$ cat config.mk
export PLATFORM = sky130hd
export DESIGN_NAME = seg7_scan_display
export DESIGN_NICKNAME = d
export VERILOG_FILES = /design/src/rtl/seg7_scan_display.sv
export SDC_FILE = /design/constraint.sdc
export NUM_CORES = 1
export LEC_CHECK = 0
export ABC_AREA = 1
export CAP_MARGIN = 5
export CORE_UTILIZATION = 50
export CTS_CLUSTER_SIZE = 30
export DETAILED_ROUTE_END_ITERATION = 12
export PLACE_DENSITY = 0.77
export SYNTH_ARGS = -nofsm -noshare
export SYNTH_HDL_FRONTEND = slang
export SYNTH_SLANG_ARGS = --single-unit
$ cat constraint.sdc
create_clock -name clk -period 5.91 [get_ports clk]
set_clock_uncertainty 0.15 [all_clocks]
set_input_delay 1.182 -clock clk [delete_from_list [all_inputs] [get_ports clk]]
set_output_delay 1.182 -clock clk [all_outputs]
set_load 0.05 [all_outputs]
$ cat src/rtl/seg7_scan_display.sv
// Eight-digit common-anode seven-segment scanner for the CPU a0 register.
// Shows the captured value as hex, or as unsigned decimal via a sequential double-dabble.
module seg7_scan_display #(
   parameter int SCAN_DIV = 100000
) (
   input  logic        clk,
   input  logic        rst,
   input  logic [31:0] din,
   input  logic        load,
   input  logic        dec_mode,
   output logic        busy,
   output logic [7:0]  an,
   output logic [6:0]  seg,
   output logic        dp,
   output logic [1:0]  dbg_state
);

   // load is a one-cycle strobe with no ready: a load that arrives while busy is parked
   // in a single pending slot (latest wins) and taken as the converter returns to IDLE.
   typedef enum logic [1:0] {IDLE = 2'd0, CONV = 2'd1, DONE = 2'd2} state_t;

   localparam int CW = (SCAN_DIV > 2) ? $clog2(SCAN_DIV) : 1;

   state_t        state, state_nx;
   logic [CW-1:0] scan_cnt;
   logic [2:0]    idx;
   logic [31:0]   disp;
   logic [7:0]    blank;
   logic          dash;
   logic [31:0]   bin_sr;
   logic [39:0]   bcd;
   logic [39:0]   bcd_adj;
   logic [71:0]   shifted;
   logic [4:0]    step;
   logic          pend_valid;
   logic [31:0]   pend_din;
   logic          pend_dec;
   logic          take_valid;
   logic [31:0]   take_din;
   logic          take_dec;
   logic [7:0]    lz_blank;
   logic          lz;
   logic [3:0]    cur_nib;

   function automatic logic [6:0] hex7(input logic [3:0] v);
      case (v)
         4'h0: hex7 = 7'h40;  4'h1: hex7 = 7'h79;  4'h2: hex7 = 7'h24;  4'h3: hex7 = 7'h30;
         4'h4: hex7 = 7'h19;  4'h5: hex7 = 7'h12;  4'h6: hex7 = 7'h02;  4'h7: hex7 = 7'h78;
         4'h8: hex7 = 7'h00;  4'h9: hex7 = 7'h10;  4'hA: hex7 = 7'h08;  4'hB: hex7 = 7'h03;
         4'hC: hex7 = 7'h46;  4'hD: hex7 = 7'h21;  4'hE: hex7 = 7'h06;  default: hex7 = 7'h0E;
      endcase
   endfunction

   always_comb begin
      state_nx   = state;
      take_valid = 1'b0;
      take_din   = din;
      take_dec   = dec_mode;
      case (state)
         IDLE: take_valid = load;
         CONV: if (step == 5'd31) state_nx = DONE;
         DONE: begin
            state_nx = IDLE;
            if (load) begin
               take_valid = 1'b1;
            end else if (pend_valid) begin
               take_valid = 1'b1;
               take_din   = pend_din;
               take_dec   = pend_dec;
            end
         end
         default: state_nx = IDLE;
      endcase
      if (take_valid && take_dec) state_nx = CONV;
   end

   always_comb begin
      bcd_adj = bcd;
      for (int i = 0; i < 10; i++) begin
         if (bcd[4*i +: 4] >= 4'd5) bcd_adj[4*i +: 4] = bcd[4*i +: 4] + 4'd3;
      end
      shifted = {bcd_adj, bin_sr} << 1;
   end

   // Digit i is a leading zero when it and every digit above it are zero; digit 0 always shows.
   always_comb begin
      lz       = 1'b1;
      lz_blank = '0;
      for (int i = 7; i >= 1; i--) begin
         lz          = lz & (bcd[4*i +: 4] == 4'd0);
         lz_blank[i] = lz;
      end
   end

   always_ff @(posedge clk) begin
      if (rst) begin
         state      <= IDLE;
         disp       <= '0;
         blank      <= '0;
         dash       <= 1'b0;
         bin_sr     <= '0;
         bcd        <= '0;
         step       <= '0;
         pend_valid <= 1'b0;
         pend_din   <= '0;
         pend_dec   <= 1'b0;
      end else begin
         state <= state_nx;
         case (state)
            CONV: begin
               {bcd, bin_sr} <= shifted;
               step          <= step + 5'd1;
               if (load) begin
                  pend_valid <= 1'b1;
                  pend_din   <= din;
                  pend_dec   <= dec_mode;
               end
            end
            DONE: begin
               pend_valid <= 1'b0;
               if (bcd[39:32] != 8'd0) begin
                  dash  <= 1'b1;
                  blank <= '0;
               end else begin
                  disp  <= bcd[31:0];
                  blank <= lz_blank;
                  dash  <= 1'b0;
               end
            end
            default: ;
         endcase
         // A hex take in DONE overrides the decimal result written just above.
         if (take_valid) begin
            if (take_dec) begin
               bin_sr <= take_din;
               bcd    <= '0;
               step   <= '0;
            end else begin
               disp  <= take_din;
               blank <= '0;
               dash  <= 1'b0;
            end
         end
      end
   end

   assign cur_nib = disp[{idx, 2'b00} +: 4];

   always_ff @(posedge clk) begin
      if (rst) begin
         scan_cnt <= '0;
         idx      <= '0;
         an       <= 8'hFF;
         seg      <= 7'h7F;
      end else begin
         if (scan_cnt == CW'(SCAN_DIV - 1)) begin
            scan_cnt <= '0;
            idx      <= idx + 3'd1;
         end else begin
            scan_cnt <= scan_cnt + CW'(1);
         end
         if (blank[idx]) begin
            an  <= 8'hFF;
            seg <= 7'h7F;
         end else begin
            an  <= ~(8'b1 << idx);
            seg <= dash ? 7'h3F : hex7(cur_nib);
         end
      end
   end

   assign busy      = (state != IDLE);
   assign dp        = 1'b1;
   assign dbg_state = state;

endmodule

Yosys cells after proc, flatten, opt, wreduce, memory -nomap -nowiden:

Memories as Yosys holds them, arrays and structs flattened.
Index checks and enable logic that the tools add are counted.

* bitwise operators: 8
* eq/ne operators: 8
* shift operators: 2
* muxes and demuxes: 48
* reductions and logical operators: 20
* order comparisons: 11
* div/mod/pow operators: 0
* multipliers: 0
* $add $sub $neg: 13

Operators with widths (count)
* 2-to-1 mux 32 bit: 10
* 2-to-1 mux 40 bit: 3
* >= comparator 4 x 3 -> 1 bit, second input constant: 10
* adder 4 x 2 -> 4 bit, second input constant: 9
* 2-to-1 mux 4 bit: 9
* 2-to-1 mux 8 bit: 4
* variable part select 32 x 6 -> 4 bit: 1
* zero test 4 bit: 7
* adder 17 x 1 -> 17 bit, second input constant: 1
* equality test 17 bit, second input constant: 1
* 2-to-1 mux 5 bit: 3
* 2-to-1 mux 1 bit: 12
* NOT 8 bit: 1
* AND reduction 2 bit: 4
* nonzero test 8 bit: 1
* << shifter 1 x 3 -> 8 bit, first input constant: 1
* 2-to-1 mux 7 bit: 1
* bitwise AND 1 bit: 6
* != test 2 bit, second input constant: 3
* OR reduction 2 bit: 3
* adder 5 x 1 -> 5 bit, second input constant: 1
* equality test 5 bit, second input constant: 1
* less-than comparator 3 x 4 -> 1 bit, second input constant: 1
* case mux 1 bit (2 select lines): 2
* other kinds (14): 15

* register bits after elaboration: 189
* memory bits (writable): 0
* memories kept: 1
* bits in read-only memories: 112
* bits in latches: 0
* output and inout bits: 19

Memory list
* (no name shown): depth 16, bits a word 7, read ports 1, clocked after Yosys merged registers in 0, write ports 0, RTL line 46 `case (v)`

Depth between registers and ports, before layout:

Gate-level depths: netlist of run 1.

* depth after elaboration: 11
* depth in mapped cells: 14
* mapped depth without buffers: 12

Worst setup path after synthesis of run 1:

OpenSTA, ideal clock, no wires.

* path kind: flip-flop to output port
* from: reg state[0], in the netlist dbg_state[0]
* to: out busy
* path slack: 3276 ps
* data arrival time: 1302 ps
* cell stages (with the launch flop): 3
* cell sequence: dfxtp_1 > inv_2 > nand2_1

* longest elaborated chain between the ends: 1

Ends and longest elaborated chain
* start: declaration: RTL line 24 `state_t state, state_nx;`
* start signal: assignment: RTL line 108 `state <= state_nx;`
* nonzero test 2 bit: RTL line 172 `assign busy = (state != IDLE);`
* end: declaration: RTL line 11 `output logic busy,`

No other way between the ends.

Final worst setup path of run 1:

* from: in load
* to: reg blank[4]

* longest elaborated chain between the ends: 4
* elaborated cells between the ends (all ways): 6
* classes of those cells: mux (6)

Ends and longest elaborated chain
* start: declaration: RTL line 9 `input logic load,`
* 2-to-1 mux 1 bit: RTL line 64 `if (load) begin`
* 2-to-1 mux 1 bit: RTL line 59 `case (state)`
* 2-to-1 mux 8 bit: RTL line 134 `if (take_dec) begin`
* 2-to-1 mux 8 bit *: RTL line 133 `if (take_valid) begin`
* end signal: assignment: RTL line 126 `blank <= lz_blank;`
* end: declaration: RTL line 28 `logic [7:0] blank;`

Mark *: on every way between the ends. The rest lies on a longest branch, timed or not.
A chain may end at the register's enable or synchronous reset.

==> results.py, run 1 <==
metrics = {
    "synth": {
        "synth_seq_cells": 189,
        "syn_inst": 1368,
        "syn_nets": 1447,
        "syn_avg_cell_area_um2": 7.11,
        "ys_types": 41,
        "synth_top_area_share_pct": 38.9,
        "yosysWarnings": 0,
        "yosysMostFrequentCell": "nand2_1",
        "synth_common_cells": "302 x nand2_1, 189 x dfxtp_1, 156 x a21oi_1",
        "synthTopCellsByArea": "dfxtp_1 39%, nand2_1 12%, a21oi_1 8.0%, o21ai_0 6.1%, ha_1 5.5%",
        "synthFlopType": "dfxtp_1",
        "syn_area_um2": 9720,
        "synth_edf_count": 0,
        "synth_top_cell_by_area": "dfxtp_1",
        "synth_seq_area_share_pct": 38.9,
        "async_reset_ff_share_pct": 0,
    },
    "setup_path": {
        "path_class": "in2reg",
        "end_kind": "flip-flop",
        "max_stage_delay_ps": 670,
        "cp-start-kind": "primary input",
        "slowest_stage": "clkdlybuf4s50_1",
        "critical-path-top-delay-family": "simple AND/OR/NAND/NOR gates",
        "reg2reg_from": "dbg_state[0]$_SDFFE_PP0P_",
        "required_ps": 6090,
        "r2r_end": "bin_sr[5]$_SDFF_PP0_",
        "cp_data_arrival_time_ps": 3940,
        "cp_max_fo": 60,
        "worst-path-buf-inv": 2,
        "reg2reg_depth": 8,
        "ff2ff_setup_slack_ps": 2790,
        "worstPathCellList": "clkdlybuf4s50_1 > nor2_8 > nand2_4 > nand2_4 > o21ai_4 > nor2_8 > inv_2 > nand2_2 > nor2_1",
    },
    "cells_and_area": {
        "syn2layout_area_growth_pct": 10.6,
        "fillers": 1767,
        "antenna_cells": 0,
        "finalNonFillerCells": 1645,
        "nNetsFinal": 1451,
        "drive_above_1_share_pct": 5.85,
    },
    "sta": {
        "rsz0062_at_grt": "no",
        "slew_violations": 0,
        "setup_ws_ps": 2150,
        "timing.final.crit_share_pct": 63.7,
        "setup_viol": 0,
        "maxSlewHeadroom_pct": 33.1,
        "hold_viol": 0,
        "worst_pin_slew_ps": 1000,
        "fmax_mhz": 266,
        "fin_setup_tns_ps": 0,
        "whs_ps": 301,
        "period_needed_ps": 3760,
    },
    "floorplan": {
        "rows": 50,
        "coreArea_um2": 18900,
        "die_width_um": 141,
        "io_pins": 55,
        "die_y_um": 141,
        "start_util_pct": 51.5,
        "die_area_um2": 20000,
    },
    "place": {
        "place_inst": 1613,
        "place_ws_ps": 1720,
        "place.gp.congestion": 0.881,
        "hpwl_um": 15100,
        "io_buffers": 53,
    },
    "clock_tree": {
        "htree_levels": 4,
        "clock-sinks": 189,
        "post-cts-setup-buffers": 0,
        "cts_tree": "done",
        "cts_root_buf": "clkbuf_16",
        "clockBufferDepth": 2,
        "clock_latency_ps": 450,
        "path_clk_slew_ps": 70,
        "cts_made_buffers": 17,
        "cts_resized": 0,
        "cts_hold_buf": 0,
    },
    "global_route": {
        "grt_max_degree": 62,
        "antenna_found_initial": 0,
        "globalRouteMet2Util_pct": 39.4,
        "grt.total_usage_pct": 23.0,
        "overflow": 0,
        "grt-busiest-layer": "met2",
        "grt.met3_usage_pct": 4.42,
        "first_global_vias": 7907,
        "grt_pass1_wl_um": 37100,
        "grtUsageMet1_pct": 28.8,
    },
    "min_path": {
        "min_path_cells": 2,
        "min_path_type": "reg2reg",
        "hold_path.startpoint": "pend_din[28]$_SDFFE_PP0P_",
        "min_to": "pend_din[28]$_SDFFE_PP0P_",
    },
    "route": {
        "ant_nets": 0,
        "remaining_drc_errors": 0,
        "vias": 8790,
        "wl_per_cell_um": 13.6,
        "first_pass_iters": 6,
        "drt-vias-per-instance": 5.34,
        "wirelength_um": 22400,
        "drt_iter0_markers": 676,
    },
    "flow_run": {
        "maxCapViolations": 0,
    },
    "pwr": {
        "p_leak_nw": 4.31,
        "p_per_area_nw_per_um2": 262,
        "peakVddDrop_mv": 0.194,
    },
    "outcome": {
        "outcome": "finished clean",
    },
}
==> area by class of cell <==
cell class	count	area (um2)	area share (%)
clock buffer	18	439	4.08
clock inverter	14	125	1.16
tap	260	325	3.02
sequential	189	3780	35.2
inverter	126	478	4.44
multi-input combinational	979	5030	46.8
timing repair buffer	59	576	5.35
==> layer usage <==
layer,part of all wire (%),vias up
met5,0,-
met4,2.2,0
met3,4.7,36
met2,47,210
met1,46,4047
li1,-,4497
==> stage by stage <==
stage	util [%]	total power [mW]	area, um2
global placement	53.9	1.72	10200
floorplan	-	1.65	9720
global route	56.9	2.93	10800
detailed placement	53.9	1.73	10200
CTS	56.9	2.83	10800
finish	56.9	2.82	10800
==> tightest hold or removal path: cells and delay by family, from the launching register on <==
kind                   cells  cell delay (ps)
buffers and inverters      1               50
DFF                        1              300
AOI/OAI and AO/OA          1               50
==> sequential cells by signal (all words and copies together) (netlist names), 3 cells and up <==
name and flops:
an 8, bcd 40, bin_sr 32, blank 8, disp 32, idx 3
pend_din 32, scan_cnt 17, seg 7, step 5
==> worst max path at each step <==
stage	startpoint	to	slack, ps	cells after the start
global placement	load	blank[3]$_SDFF_PP0_	1800	9
detailed placement	load	blank[4]$_SDFF_PP0_	1720	9
CTS	load	blank[4]$_SDFF_PP0_	2170	9
floorplan	dbg_state[0]$_SDFFE_PP0P_	busy	3280	2
finish	load	blank[4]$_SDFF_PP0_	2150	9
global route	load	bin_sr[5]$_SDFF_PP0_	1880	7
==> cells in the final DEF, fill, tap and decap left out, types with 3 or more instances in the layout <==
master / synthesis / layout
or2_2: 3 / 3
nand4_1: 7 / 7
inv_2: 6 / 7
clkbuf_16: 0 / 17
a31oi_1: 3 / 3
inv_6: 0 / 3
o211ai_1: 18 / 18
buf_4: 8 / 6
dfxtp_1: 189 / 189
nor2_2: 4 / 3
clkdlybuf4s50_1: 0 / 53
nor3b_1: 7 / 7
a21oi_2: 10 / 10
o21ai_0: 118 / 118
nand2_1: 302 / 302
o211a_1: 8 / 8
xor2_1: 8 / 8
nand3_1: 79 / 79
inv_1: 119 / 118
clkinv_4: 1 / 4
nor3_1: 25 / 25
a21oi_1: 156 / 156
a211oi_1: 7 / 7
o22ai_1: 3 / 3
clkinvlp_4: 0 / 3
inv_8: 0 / 4
nor2_1: 126 / 126
o21ai_1: 28 / 28
ha_1: 43 / 43
nand2_2: 6 / 6
nand2_4: 4 / 4
==> logic make-up (layout without fill, tap and decap cells) <==
logic type / after synthesis / after routing / share of synthesized area (%)
buffers and inverters: 200 / 217 / 9.42
adders and majority gates: 43 / 43 / 5.53
xor gates and xnor gates: 9 / 9 / 0.811
other: 1 / 1 / 0.0386
DFF: 189 / 189 / 38.9
and+or+nand+nor: 569 / 569 / 25.0
AOI/OAI and AO/OA: 357 / 357 / 20.3
==> power breakdown <==
group / internal (mW) / total (mW) / switching (mW)
Combinational: 0.121 / 0.340 / 0.219
Clock: 0.566 / 1.11 / 0.545
Sequential: 1.33 / 1.37 / 0.0336
Note: power is estimated with default switching activity, not from simulation.
==> inputs of run 2 (changes only) <==
PLACE_DENSITY = 0.79   (was 0.77)
clock period = 3.3 ns   (was 5.91 ns; I/O delays follow)
==> run 2 against run 1 <==
Net effect:
- utilization rose by 0.83 points
- critical path depth fell by 6
- clock-buffer cell count increased by 1
- combinational power is 84% higher
- sequential share of layout area decreased by 0.51 points
- cell area up 1.5%
- critical endpoint is now busy
- largest cell class unchanged
- largest power group unchanged
- highest routed layer unchanged
==> results.py, run 2 (same netlist as run 1, synthesis figures left out) <==
metrics = {
    "outcome": {
        "outcome": "finished clean",
    },
    "floorplan": {
        "coreArea_um2": 18900,
        "die_area_um2": 20000,
        "die_y_um": 141,
        "io_pins": 55,
        "rows": 50,
        "start_util_pct": 51.5,
        "die_width_um": 141,
    },
    "cells_and_area": {
        "drive_above_1_share_pct": 6.45,
        "regMostFlops": "bcd",
        "largest_register_ffs": 40,
        "mostFrequentLayoutCells": "302 x nand2_1, 189 x dfxtp_1, 156 x a21oi_1",
        "antenna_cells": 0,
        "syn2layout_area_growth_pct": 12.2,
        "fillers": 1757,
        "nNetsFinal": 1461,
        "final_common_cell": "nand2_1",
    },
    "setup_path": {
        "reg2reg_from": "dbg_state[0]$_SDFFE_PP0P_",
        "cp-start-kind": "flip-flop",
        "cp_max_fo": 4,
        "end_kind": "output pin",
        "required_ps": 2490,
        "cp_data_arrival_time_ps": 1930,
        "path_class": "reg2out",
        "reg2reg_depth": 7,
        "ff2ff_setup_slack_ps": 850,
        "r2r_end": "pend_din[4]$_SDFFE_PP0P_",
    },
    "global_route": {
        "grt_pass1_wl_um": 38200,
        "grt_max_degree": 93,
        "grt.total_usage_pct": 23.6,
        "overflow": 0,
        "antenna_found_initial": 0,
        "first_global_vias": 8152,
    },
    "pwr": {
        "peakVddDrop_mv": 0.367,
        "internal_power_mw": 3.78,
        "p_leak_nw": 4.39,
        "seq_power_share_pct": 47.5,
        "p_per_area_nw_per_um2": 473,
        "power_frac_comb_pct": 12.1,
        "swShare_pct": 26.9,
        "clock_power_share_pct": 40.4,
        "netSwitchingPower_mw": 1.39,
    },
    "sta": {
        "setup_viol": 0,
        "slew_violations": 0,
        "hold_viol": 0,
        "whs_ps": 298,
        "period_needed_ps": 2740,
        "fin_setup_tns_ps": 0,
        "worst_pin_slew_ps": 909,
        "maxSlewHeadroom_pct": 39.4,
        "rsz0062_at_grt": "no",
        "fmax_mhz": 365,
        "timing.final.crit_share_pct": 83.1,
    },
    "place": {
        "io_buffers": 53,
        "place.gp.congestion": 0.879,
        "hpwl_um": 15400,
    },
    "clock_tree": {
        "cts_tree": "done",
        "clockBufferDepth": 2,
        "cts_resized": 0,
        "cts_root_buf": "clkbuf_16",
        "post-cts-setup-buffers": 0,
        "cts_hold_buf": 0,
        "cts_made_buffers": 17,
        "clock-sinks": 189,
        "path_clk_slew_ps": 70,
        "clock_latency_ps": 430,
        "htree_levels": 4,
    },
    "route": {
        "first_pass_iters": 5,
        "ant_nets": 0,
        "drt-vias-per-instance": 5.36,
        "wl_per_cell_um": 13.7,
        "drt_iter0_markers": 669,
        "wirelength_um": 22600,
        "remaining_drc_errors": 0,
        "vias": 8869,
    },
    "min_path": {
        "min_path_cells": 1,
        "hold_path.startpoint": "scan_cnt[0]$_SDFF_PP0_",
        "min_to": "scan_cnt[0]$_SDFF_PP0_",
        "min_path_type": "reg2reg",
    },
    "flow_run": {
        "maxCapViolations": 0,
    },
}
==> run 2: worst max-delay path, cell delays in order (launching register included) <==
cell,delay (ps)
dfxtp_1,470
inv_2,150
nand2_1,90
clkdlybuf4s50_1,790
==> run 2: power groups by stage <==
stage               registers, mW  clock network, mW  logic [mW]
floorplan                    2.52                  0       0.427
global placement             2.50                  0       0.603
detailed placement           2.50                  0       0.617
CTS                          2.45               2.12       0.625
global route                 2.46               2.20       0.708
finish                       2.45               2.09       0.627
==> run 2: how the worst max path moves through the flow <==
| stage | end | cells past startpoint | slack (ps) | startpoint |
|---|---|---|---|---|
| after global placement | bin_sr[28]$_SDFF_PP0_ | 6 | 580 | load |
| after CTS | busy | 3 | 530 | dbg_state[0]$_SDFFE_PP0P_ |
| after floorplan | busy | 2 | 1190 | dbg_state[0]$_SDFFE_PP0P_ |
| after detailed placement | bin_sr[28]$_SDFF_PP0_ | 6 | 570 | load |
| after global routing | busy | 3 | 470 | dbg_state[0]$_SDFFE_PP0P_ |
| final | busy | 3 | 560 | dbg_state[0]$_SDFFE_PP0P_ |
==> run 2: area by class of cell <==
class / count / area, um2 / area share [%]
Clock inverter: 13 / 154 / 1.41
Tap cell: 260 / 325 / 2.98
Inverter: 126 / 478 / 4.38
Timing Repair Buffer: 69 / 701 / 6.42
Clock buffer: 19 / 443 / 4.06
Sequential cell: 189 / 3780 / 34.7
Multi-Input combinational cell: 979 / 5030 / 46.1
==> run 2: per-stage QoR <==
stage | power (mW) | util [%] | setup slack [ps] | instances | cell area (um2)
4_1_cts | 5.19 | 57.8 | 526 | 1655 | 10900
6_report | 5.17 | 57.8 | 557 | 1655 | 10900
3_3_place_gp | 3.10 | 54.6 | 583 | 1623 | 10300
5_1_grt | 5.37 | 57.8 | 466 | 1655 | 10900
3_5_place_dp | 3.12 | 54.6 | 566 | 1623 | 10300
2_1_floorplan | 2.95 | - | 1190 | 1368 | 9720
==> run 2: layer usage <==
metal	GRT usage (%)	up-vias	part of all wire, %
met5	0	-	0
met4	8.94	0	2.2
met3	4.02	29	5.5
met2	39.7	259	47
met1	30.4	4065	45
li1	-	4516	-
==> inputs of run 3 (changes only) <==
PLACE_DENSITY = 0.77   (was 0.79)
clock period = 2.55 ns   (was 3.3 ns; I/O delays follow)
==> run 3 against run 2 <==
Net effect:
- via count up 0.71%
- hold slack better by 1.7 ps
- critical path depth down 2
- sequential share of layout area down 0.58 points
- combinational power up 31%
- global-route usage up 0.19 points
- total power up 33%
- critical endpoint is now dbg_state[1]
==> results.py, run 3 (same netlist as run 1, synthesis figures left out) <==
metrics = {
    "outcome": {
        "outcome": "finished clean",
    },
    "route": {
        "drt_iter0_markers": 560,
        "wirelength_um": 22700,
        "remaining_drc_errors": 0,
        "ant_nets": 0,
        "drt-vias-per-instance": 5.36,
        "wl_per_cell_um": 13.6,
        "first_pass_iters": 5,
        "vias": 8932,
    },
    "global_route": {
        "grt.met3_usage_pct": 4.22,
        "grtUsageMet1_pct": 31.1,
        "overflow": 0,
        "grt-busiest-layer": "met2",
        "grt.total_usage_pct": 23.8,
        "grt_pass1_wl_um": 38500,
        "globalRouteMet2Util_pct": 39.9,
        "grt_max_degree": 93,
        "first_global_vias": 8045,
        "antenna_found_initial": 0,
    },
    "cells_and_area": {
        "final_area_um2": 11100,
        "largest_register_ffs": 40,
        "fillers": 1727,
        "final_common_cell": "nand2_1",
        "nNetsFinal": 1473,
        "regMostFlops": "bcd",
        "drive_above_1_share_pct": 7.46,
        "mostFrequentLayoutCells": "302 x nand2_1, 188 x dfxtp_1, 156 x a21oi_1",
        "syn2layout_area_growth_pct": 14.2,
        "antenna_cells": 0,
    },
    "sta": {
        "fmax_mhz": 405,
        "setup_viol": 0,
        "period_needed_ps": 2470,
        "worst_pin_slew_ps": 777,
        "fin_setup_tns_ps": 0,
        "maxSlewHeadroom_pct": 48.1,
        "timing.final.crit_share_pct": 96.7,
        "hold_viol": 0,
        "rsz0062_at_grt": "no",
        "slew_violations": 0,
    },
    "floorplan": {
        "rows": 50,
        "die_y_um": 141,
        "start_util_pct": 51.5,
        "die_area_um2": 20000,
        "coreArea_um2": 18900,
        "io_pins": 55,
        "die_width_um": 141,
    },
    "clock_tree": {
        "clock_latency_ps": 440,
        "cts_root_buf": "clkbuf_16",
        "clock-sinks": 189,
        "path_clk_slew_ps": 70,
        "post-cts-setup-buffers": 0,
        "htree_levels": 4,
        "cts_tree": "done",
        "cts_made_buffers": 17,
        "clockBufferDepth": 2,
    },
    "pwr": {
        "p_per_area_nw_per_um2": 620,
        "p_leak_nw": 4.50,
        "peakVddDrop_mv": 0.475,
        "finalPower_mw": 6.88,
    },
    "flow_run": {
        "maxCapViolations": 0,
    },
    "setup_path": {
        "path_class": "reg2out",
        "required_ps": 1890,
        "worst-path-buf-inv": 1,
        "ff2ff_setup_slack_ps": 340,
        "slowest_stage": "clkdlybuf4s50_1",
        "cp-start-kind": "flip-flop",
        "worstPathCellList": "clkdlybuf4s50_1",
        "cp_max_fo": 5,
        "cp_data_arrival_time_ps": 1810,
        "end_kind": "output pin",
        "critical-path-top-delay-family": "buffers and inverters",
        "max_stage_delay_ps": 870,
    },
    "place": {
        "placed_cell_area_um2": 10500,
        "hpwl_um": 15700,
        "io_buffers": 53,
        "place.gp.congestion": 0.825,
    },
    "min_path": {
        "min_path_type": "reg2reg",
    },
}
-- run 3: cell type report --
class                   count  area, um2  area share, %
inverters                 126        478           4.31
well taps                 260        325           2.93
flip-flops and latches    189       3780           34.1
clock buffers              17        425           3.83
multi-input cells         979       5030           45.3
repair buffers             81        851           7.66
clock inverters            15        209           1.88
-- run 3: path summary, 6_finish.rpt --
| path | start | endpoint | cells past startpoint |
|---|---|---|---|
| max | dbg_state[1]$_SDFFE_PP0P_ | dbg_state[1] | 1 |
| min | pend_din[23]$_SDFFE_PP0P_ | pend_din[23]$_SDFFE_PP0P_ | 2 |
| max reg2reg | idx[1]$_SDFFE_PP0P_ | seg[6]$_SDFF_PP1_ | 11 |
| min reg2reg | pend_din[23]$_SDFFE_PP0P_ | pend_din[23]$_SDFFE_PP0P_ | 2 |
-- run 3: timing repair --
action,CTS,global route
hold buffers,0,0
endpoints found under the setup margin,0,3
gates resized for setup,0,1
-- run 3: power by group --
| part | internal [mW] | total [mW] | switching, mW | leakage [nW] |
|---|---|---|---|---|
| Clock | 1.67 | 2.89 | 1.22 | 0.312 |
| Sequential | 3.09 | 3.17 | 0.0809 | 1.54 |
| Combinational | 0.315 | 0.824 | 0.509 | 2.65 |
| Total | 5.07 | 6.88 | 1.81 | 4.50 |
-- run 3: metal layers --
| metal | share of wire [%] | vias to the layer above |
|---|---|---|
| met3 | 5.6 | 33 |
| met4 | 1.8 | 0 |
| met2 | 47 | 234 |
| li1 | - | 4553 |
| met1 | 45 | 4112 |
| met5 | 0 | - |
-- run 3: through the flow --
step	utilization, %	hold WS (ps)	std cells	worst slack (ps)
detailed placement	55.4	288	1635	58.0
floorplan	-	267	1368	552
CTS	58.8	298	1667	66.6
global route	58.8	324	1667	26.9
global placement	55.4	284	1635	79.5
finish	58.8	300	1667	83.4
